### config.mk
export PLATFORM = sky130hd
export DESIGN_NAME = adder_chunked
export DESIGN_NICKNAME = d
export VERILOG_FILES = /design/src/rtl/adder_chunked.sv
export SDC_FILE = /design/constraint.sdc
export NUM_CORES = 1
export LEC_CHECK = 0
export ABC_AREA = 1
export BUFFER_PORTS_ARGS = -buffer_cell sky130_fd_sc_hd__buf_2
export CORE_MARGIN = 2
export CORE_UTILIZATION = 50
export CTS_BUF_LIST = sky130_fd_sc_hd__clkbuf_4 sky130_fd_sc_hd__clkbuf_8
export CTS_CLUSTER_SIZE = 12
export DETAILED_ROUTE_END_ITERATION = 6
export HOLD_SLACK_MARGIN = 0.06
export PLACE_DENSITY = 0.72
export SLEW_MARGIN = 20
export SYNTH_ARGS = -nofsm -noshare
export SYNTH_HDL_FRONTEND = slang
export SYNTH_SLANG_ARGS = --single-unit
### constraint.sdc
create_clock -name clk -period 6.1 [get_ports clk]
set_input_delay 0 -clock clk [delete_from_list [all_inputs] [get_ports clk]]
set_output_delay 0 -clock clk [all_outputs]
set_load 0.02 [all_outputs]
### src/rtl/adder_chunked.sv
// Multi-cycle add/subtract: adds CHUNK bits per cycle from LSB to MSB and presents the
// result through a valid/ready handshake, with optional signed saturation.
module adder_chunked #(
    parameter int WIDTH = 16,
    parameter int CHUNK = 4,
    parameter int SAT   = 0
) (
    input  logic             clk,
    input  logic             rst_n,
    input  logic             in_valid,
    output logic             in_ready,
    input  logic [WIDTH-1:0] in1,
    input  logic [WIDTH-1:0] in2,
    input  logic             sub,
    output logic             out_valid,
    input  logic             out_ready,
    output logic [WIDTH-1:0] out,
    output logic             carry,
    output logic             ovf
);

    localparam int N  = WIDTH / CHUNK;
    localparam int KW = (N > 1) ? $clog2(N) : 1;

    typedef enum logic [1:0] {IDLE, BUSY, DONE} state_t;

    state_t            state, state_nx;
    logic [KW-1:0]     k;
    logic              cy;
    logic [WIDTH-1:0]  a_q, b_q, sum_q;
    logic [WIDTH-1:0]  out_q;
    logic              carry_q, ovf_q;

    logic [CHUNK-1:0]  ca, cb;
    logic [CHUNK:0]    csum;
    logic [WIDTH-1:0]  sum_nx;
    logic              last;
    logic              ovf_nx;

    // Clamp toward the sign of operand A; on overflow that is the sign of the true result.
    function automatic logic [WIDTH-1:0] saturate(input logic [WIDTH-1:0] r,
                                                  input logic ov,
                                                  input logic a_msb);
        if (SAT != 0 && ov)
            return a_msb ? {1'b1, {(WIDTH-1){1'b0}}} : {1'b0, {(WIDTH-1){1'b1}}};
        return r;
    endfunction

    always_comb begin
        ca     = a_q[int'(k)*CHUNK +: CHUNK];
        cb     = b_q[int'(k)*CHUNK +: CHUNK];
        csum   = {1'b0, ca} + {1'b0, cb} + {{CHUNK{1'b0}}, cy};
        sum_nx = sum_q;
        sum_nx[int'(k)*CHUNK +: CHUNK] = csum[CHUNK-1:0];
        last   = (k == KW'(N-1));
        // b_q is already inverted for subtraction, so same-sign operands with a flipped result sign is overflow
        ovf_nx = (a_q[WIDTH-1] == b_q[WIDTH-1]) && (sum_nx[WIDTH-1] != a_q[WIDTH-1]);
    end

    always_comb begin
        state_nx = state;
        case (state)
            IDLE:    if (in_valid) state_nx = BUSY;
            BUSY:    if (last) state_nx = DONE;
            DONE:    if (out_ready) state_nx = IDLE;
            default: state_nx = IDLE;
        endcase
    end

    always_ff @(posedge clk or negedge rst_n) begin
        if (!rst_n) begin
            state   <= IDLE;
            k       <= '0;
            cy      <= 1'b0;
            out_q   <= '0;
            carry_q <= 1'b0;
            ovf_q   <= 1'b0;
        end else begin
            state <= state_nx;
            case (state)
                IDLE: begin
                    if (in_valid) begin
                        k  <= '0;
                        cy <= sub;
                    end
                end
                BUSY: begin
                    cy <= csum[CHUNK];
                    if (last) begin
                        k       <= '0;
                        out_q   <= saturate(sum_nx, ovf_nx, a_q[WIDTH-1]);
                        carry_q <= csum[CHUNK];
                        ovf_q   <= ovf_nx;
                    end else begin
                        k <= k + 1'b1;
                    end
                end
                default: ;
            endcase
        end
    end

    // Operand and partial-sum registers carry no reset; they are always loaded before use.
    always_ff @(posedge clk) begin
        if (state == IDLE && in_valid) begin
            a_q <= in1;
            b_q <= sub ? ~in2 : in2;
        end
        if (state == BUSY)
            sum_q <= sum_nx;
    end

    assign in_ready  = (state == IDLE);
    assign out_valid = (state == DONE);
    assign out       = out_q;
    assign carry     = carry_q;
    assign ovf       = ovf_q;

endmodule

; Word-level counts from Yosys, hierarchy flattened
; Cells that the tools add are included.
[op_classes]
addsub = 4
n_eq_ne = 8
shift = 4
mux = 11
bitwise_logic = 1
n_reduce_logical = 7
[op_table]
columns = op, n
row1 = $neg A4 Y33, 1
row2 = $shift A4 B33 Y16 const A, 1
row3 = $shiftx A4 B33 Y16, 1
row4 = $shiftx A16 B5 Y4, 2
row5 = $bwmux W16, 1
row6 = $mux W16, 1
row7 = $not A16 Y16, 1
row8 = $mux W2, 5
row9 = $pmux W2 S3, 1
row10 = $add A4 B4 Y5, 1
row11 = $add A5 B1 Y5, 1
row12 = $eq A2 B2 Y1 const B, 2
row13 = $ne A2 B2 Y1 const B, 2
row14 = $pmux W2 S2, 1
row15 = $reduce_and A2 Y1, 2
row16 = $reduce_and A3 Y1, 1
row17 = $add A2 B1 Y2 const B, 1
row18 = $eq A2 B1 Y1 const B, 1
row19 = $logic_and A1 B1 Y1, 2
row20 = $logic_not A2 Y1, 1
row21 = $ne A2 B1 Y1 const B, 1
row22 = $pmux W1 S2, 1
row23 = $reduce_bool A2 Y1, 1
row24 = $eq A1 B1 Y1, 1
row25 = 2 further kinds, 2
[totals]
reg_bits = 71
wordCells = 44

; Longest topological paths before layout
[logic_depth]
ltp_word = 7
ltp_mapped = 15
ltp_nobuf = 13

; Worst setup path after synthesis
; No wires, ideal clock.
[synth_path]
path_kind = reg2reg
from = register k[0]
to = register out_q[13], in the netlist out[13]
setup_time_ps = 65
arrival_ps = 2414
path_slack_ps = 3621
stages_incl_launch_ff = 14
n_path_buf = 2
period_less_slack_ps = 2479
path_cell_list = dfrtp_1 > buf_6 > clkinv_2 > buf_2 > o21ai_0 > o22ai_1 > fa_1 > inv_1 > fa_1 > nor2_1 > nand2_1 > o21ai_0 > nand2_1 > nand2_1
[synth_via]
elab_chain_len = 5
word_cells_on_any_way = 10
classes_between = 3 x add/sub / 1 x eq/ne / 4 x shift / 1 x mux / 1 x reduce/logical
[synth_lines]
columns = item, line_no
row1 = start: declaration, 28  ; logic [KW-1:0] k;
row2 = start signal: assignment, 95  ; k <= k + 1'b1;
row3 = $shiftx A16 B5 Y4 (on tied branches), "50, 51"
row4 = $add A4 B4 Y5, 52  ; csum = {1'b0, ca} + {1'b0, cb} + {{CHUNK{1'b0}}, cy};
row5 = $add A5 B1 Y5, 52
row6 = $shiftx A4 B33 Y16, 54  ; sum_nx[int'(k)*CHUNK +: CHUNK] = csum[CHUNK-1:0];
row7 = $bwmux W16 (*), 54
row8 = via sum_nx[13], 36  ; logic [WIDTH-1:0] sum_nx;
row9 = end signal: assignment, 91  ; out_q <= saturate(sum_nx, ovf_nx, a_q[WIDTH-1]);
row10 = end: declaration, 31  ; logic [WIDTH-1:0] out_q;
; Mark *: on every way through the listed nets, which the timed path passes. The rest lies on a longest branch.
; A chain may end at the register's enable or synchronous reset.

; Final worst setup path
; Ends and elaborated chain as after synthesis.

==> reports/results.md <==
| Parameter | Value |
|---|---|
| Maximum clock rate | 297.2 MHz |
| End of the worst register-to-register path | out[13]$_DFFE_PN0P_ |
| Sink count of the clock tree | 71 |
| Relative slew slack | 45.12% |
| Shortest clock period the worst path allows after layout | 3.365 ns |
| Portion of the clock cycle consumed by the worst path in the final layout | 55.16% |
| Number of remaining DRC errors | 0 |
| Final estimated routing congestion in global placement | 0.8078 |
| Post-Synthesis Mean Instance Area | 10.90 sq um |
| Level count of the clock H-tree | 3 |
| Number of violations reported at the end of detailed-routing iteration 0 | 113 |
| Boundary Pins | 57 |
| Post-DRT Antenna Nets | 0 |
| Worst path cell trace | clkinv_2, o21ai_0, o22ai_1, fa_1, inv_1, fa_1, nor2_1, nand2_1, o21ai_0, nand2_1, nand2_1 |
| Core region area | 6314 sq um |
| Endpoint type of the worst setup path | flop |
| Max Slew Vio Count | 0 |
| Die Footprint | 7160 sq um |
| Leading cell types by total area after synthesis | sky130_fd_sc_hd__edfxtp_1, sky130_fd_sc_hd__dfrtp_1, sky130_fd_sc_hd__nand2_1, sky130_fd_sc_hd__xor2_1, sky130_fd_sc_hd__ha_1 |
| Primary flip-flop cell chosen by synthesis mapping | sky130_fd_sc_hd__edfxtp_1 |
| Count of warnings emitted by yosys | 0 |
| Crit path setup slack, layout | 2.735 ns |
| Number of buffers on the longest clock path | 2 |
| Count of distinct cell types in the synthesized netlist | 27 |
| Start point of the critical path | k[0]$_DFFE_PN0P_ |
| Pre-CTS WS | 2.753 ns |
| Clock tree from TritonCTS | done |
| Class of the tightest hold or removal check | in -> reg |
| Die W | 84.62 um |
| Post-DR wirelength/cell | 13.95 um |
| Post-synthesis sequential area ratio | 62.07% |
| Number of inserted filler cells in the final layout | 524 |
| Crit-path most repeated cell | sky130_fd_sc_hd__nand2_1 |
| Peak supply drop | 0.3085 mV |
| Final WL | 6.599 mm |
| Final worst clock skew | 0.006260 ns |
| Dominant cell type by area after synthesis | sky130_fd_sc_hd__edfxtp_1 |
| Setup repair after global routing missed its margin | no |
| Count of state elements after synthesis | 71 |
| Reg2reg path depth | 11 |
| Area growth from synthesis to final layout | 26.22% |
| Clock insertion delay at the later pin of the skew report | 0.35 ns |
| Crit-path slowest cell | sky130_fd_sc_hd__dfrtp_1 |
| Required time of the critical path | 6.39 ns |
| Antenna cell count | 0 |
| Hold Crit Start | sub |
| Aggregate global-route resource usage | 19.77% |
| Via count of the first global-routing pass | 2394 |
| Startpoint class of the critical path | flop |
| Top cell types by occurrence after synthesis | sky130_fd_sc_hd__nand2_1, sky130_fd_sc_hd__edfxtp_1, sky130_fd_sc_hd__inv_1 |
| First-pass GRT wire length | 10.94 mm |
| Hold depth | 3 |
| Count leader, synth | sky130_fd_sc_hd__nand2_1 |
| Layout cell share with drive strength beyond 1 | 20.45% |
| Overall die height | 84.62 um |
| MaxCap Viol Count | 0 |
| Summed instance area of the synthesized netlist | 3249 sq um |
| Cells after Synth | 298 |
| CP Buf/Inv Count | 2 |
| Startpoint of the worst register-to-register path | k[0]$_DFFE_PN0P_ |
| Total CTS buffers | 9 |
| FFs w/ async S/R, synth | 32.39% |
| Total grt overflow | 0 |
| Syn nets | 346 |
| Slew at the pin closest to its max-slew limit | 0.8232 ns |
| Pin count of the biggest net entering global routing | 35 |
| Largest fanout on the critical path | 27 |
| Gate family responsible for the most delay along the worst path | flip-flops |
| Cells resized by post-CTS repair | 0 |
| Number of buffers added on ports | 56 |
| Site Rows | 29 |
| Half-perimeter wire length after placement | 4.234 mm |
| Final #Nets | 439 |
| Count of flip-flops with a built-in enable after synthesis | 48 |
| Setup total negative slack | 0 ns |
| Crit-path max cell delay | 0.88 ns |
| Vias per cell | 4.970 |
| Final Hold Vio Count | 0 |
| Proportion of netlist area held by the largest area contributor | 44.36% |
| Crit. path cell count | 11 |
| Status | completed |
| Initial Util | 51.47% |
| Hold Path Sink | cy$_DFFE_PN0P_ |
| Category of the most critical setup path | reg -> reg |
| Vias post-DR | 2351 |
| Detailed-router iteration count before antenna repair | 4 |
| Postcts setup bufs | 0 |
| Number of endpoints failing setup at the final stage | 0 |
| Power Density | 524.2 nW/um^2 |
| Reported leakage power | 1.881 nW |
| Endpoint arrival time on the critical path | 3.65 ns |
| CTS root buf | sky130_fd_sc_hd__clkbuf_8 |
| Reg-to-reg slack, setup | 2.73 ns |
| Number of antenna violations at the first check in global routing | 0 |
| Core utilization of the finished layout | 64.96% |
| Clock Pin Slew Worst Setup and Hold Paths | 0.07 ns |
==> report_power, final <==
part | total (W) | internal (W) | leakage [nW] | switching [W]
Sequential | 0.000836 | 0.000738 | 0.754 | 0.0000984
Clock | 0.000362 | 0.000195 | 0.101 | 0.000168
Combinational | 0.000952 | 0.000324 | 1.03 | 0.000628
Total | 0.00215 | 0.00126 | 1.88 | 0.000894
==> stage by stage <==
stage / cells / hold slack, ns / power (W) / cell area [sq um]
global placement: 422 / 0.008436 / 0.001754 / 3563
CTS: 473 / 0.1268 / 0.002166 / 4101
finish: 473 / 0.1317 / 0.002150 / 4101
detailed placement: 422 / 0.02045 / 0.001785 / 3563
floorplan: 298 / -0.2956 / 0.001530 / 3249
global route: 473 / 0.1724 / 0.002317 / 4101
==> cell type report <==
type / count / area (sq um) / area share [%]
Sequential cell: 71 / 2017 / 49.18
Timing Repair Buffer: 91 / 630.6 / 15.38
Tap cell: 77 / 96.34 / 2.349
Clock inverter: 5 / 48.80 / 1.190
Multi-Input combinational cell: 186 / 1046 / 25.50
Inverter: 32 / 123.9 / 3.020
Clock buffer: 11 / 138.9 / 3.386
==> tightest hold or removal path: stages <==
cell                      delay, ns
sky130_fd_sc_hd__buf_2         0.24
sky130_fd_sc_hd__nand2_1       0.12
sky130_fd_sc_hd__nand3_1       0.07
==> sequential cells by signal (all words and copies together) (netlist names) <==
register and flops:
a_q 16, sum_q 16, out 16, b_q 16, carry 1, cy 1
ovf 1, state 2, k 2
==> per-layer routing <==
layer	vias to the layer above	global-route usage (%)	routed length (um)
met3	15	3.933	215
met2	53	34.07	3311
met4	0	9.957	177
li1	1188	-	-
met1	1095	23.54	2893
met5	-	0	0
==> kinds of logic after synthesis <==
logic type | Yosys count | synth area share (%)
buf+inv | 41 | 5.737
fa+ha+maj | 11 | 4.698
compound gates | 43 | 8.163
flops | 71 | 62.07
simple gates | 115 | 14.75
xor+xnor | 17 | 4.582
==> worst max-delay path by stage <==
stage / to / slack, ns
2_1_floorplan: out[13]$_DFFE_PN0P_ / 3.62
3_3_place_gp: out[13]$_DFFE_PN0P_ / 2.91
3_5_place_dp: out[13]$_DFFE_PN0P_ / 2.75
4_1_cts: out[13]$_DFFE_PN0P_ / 2.72
5_1_grt: out[13]$_DFFE_PN0P_ / 2.44
6_report: out[13]$_DFFE_PN0P_ / 2.73
==> repair_timing <==
item,in CTS,in global routing
setup endpoints to repair,0,0
hold endpoints to repair,57,0
hold buffers,35,0
==> placed cells by master, fill, tap and decap left out, types with 4 or more instances in the layout <==
cell | netlist | routed
sky130_fd_sc_hd__o21ai_0 | 17 | 17
sky130_fd_sc_hd__clkbuf_8 | 0 | 9
sky130_fd_sc_hd__buf_2 | 5 | 56
sky130_fd_sc_hd__nand2_1 | 82 | 82
sky130_fd_sc_hd__nand3_1 | 8 | 8
sky130_fd_sc_hd__xor2_1 | 17 | 17
sky130_fd_sc_hd__a21oi_1 | 4 | 4
sky130_fd_sc_hd__nor2_1 | 19 | 19
sky130_fd_sc_hd__o22ai_1 | 15 | 15
sky130_fd_sc_hd__dlygate4sd3_1 | 0 | 35
sky130_fd_sc_hd__clkinv_2 | 1 | 4
sky130_fd_sc_hd__ha_1 | 9 | 9
sky130_fd_sc_hd__edfxtp_1 | 48 | 48
sky130_fd_sc_hd__inv_1 | 28 | 27
sky130_fd_sc_hd__dfrtp_1 | 23 | 23
Power figures use the tool's default switching activity.
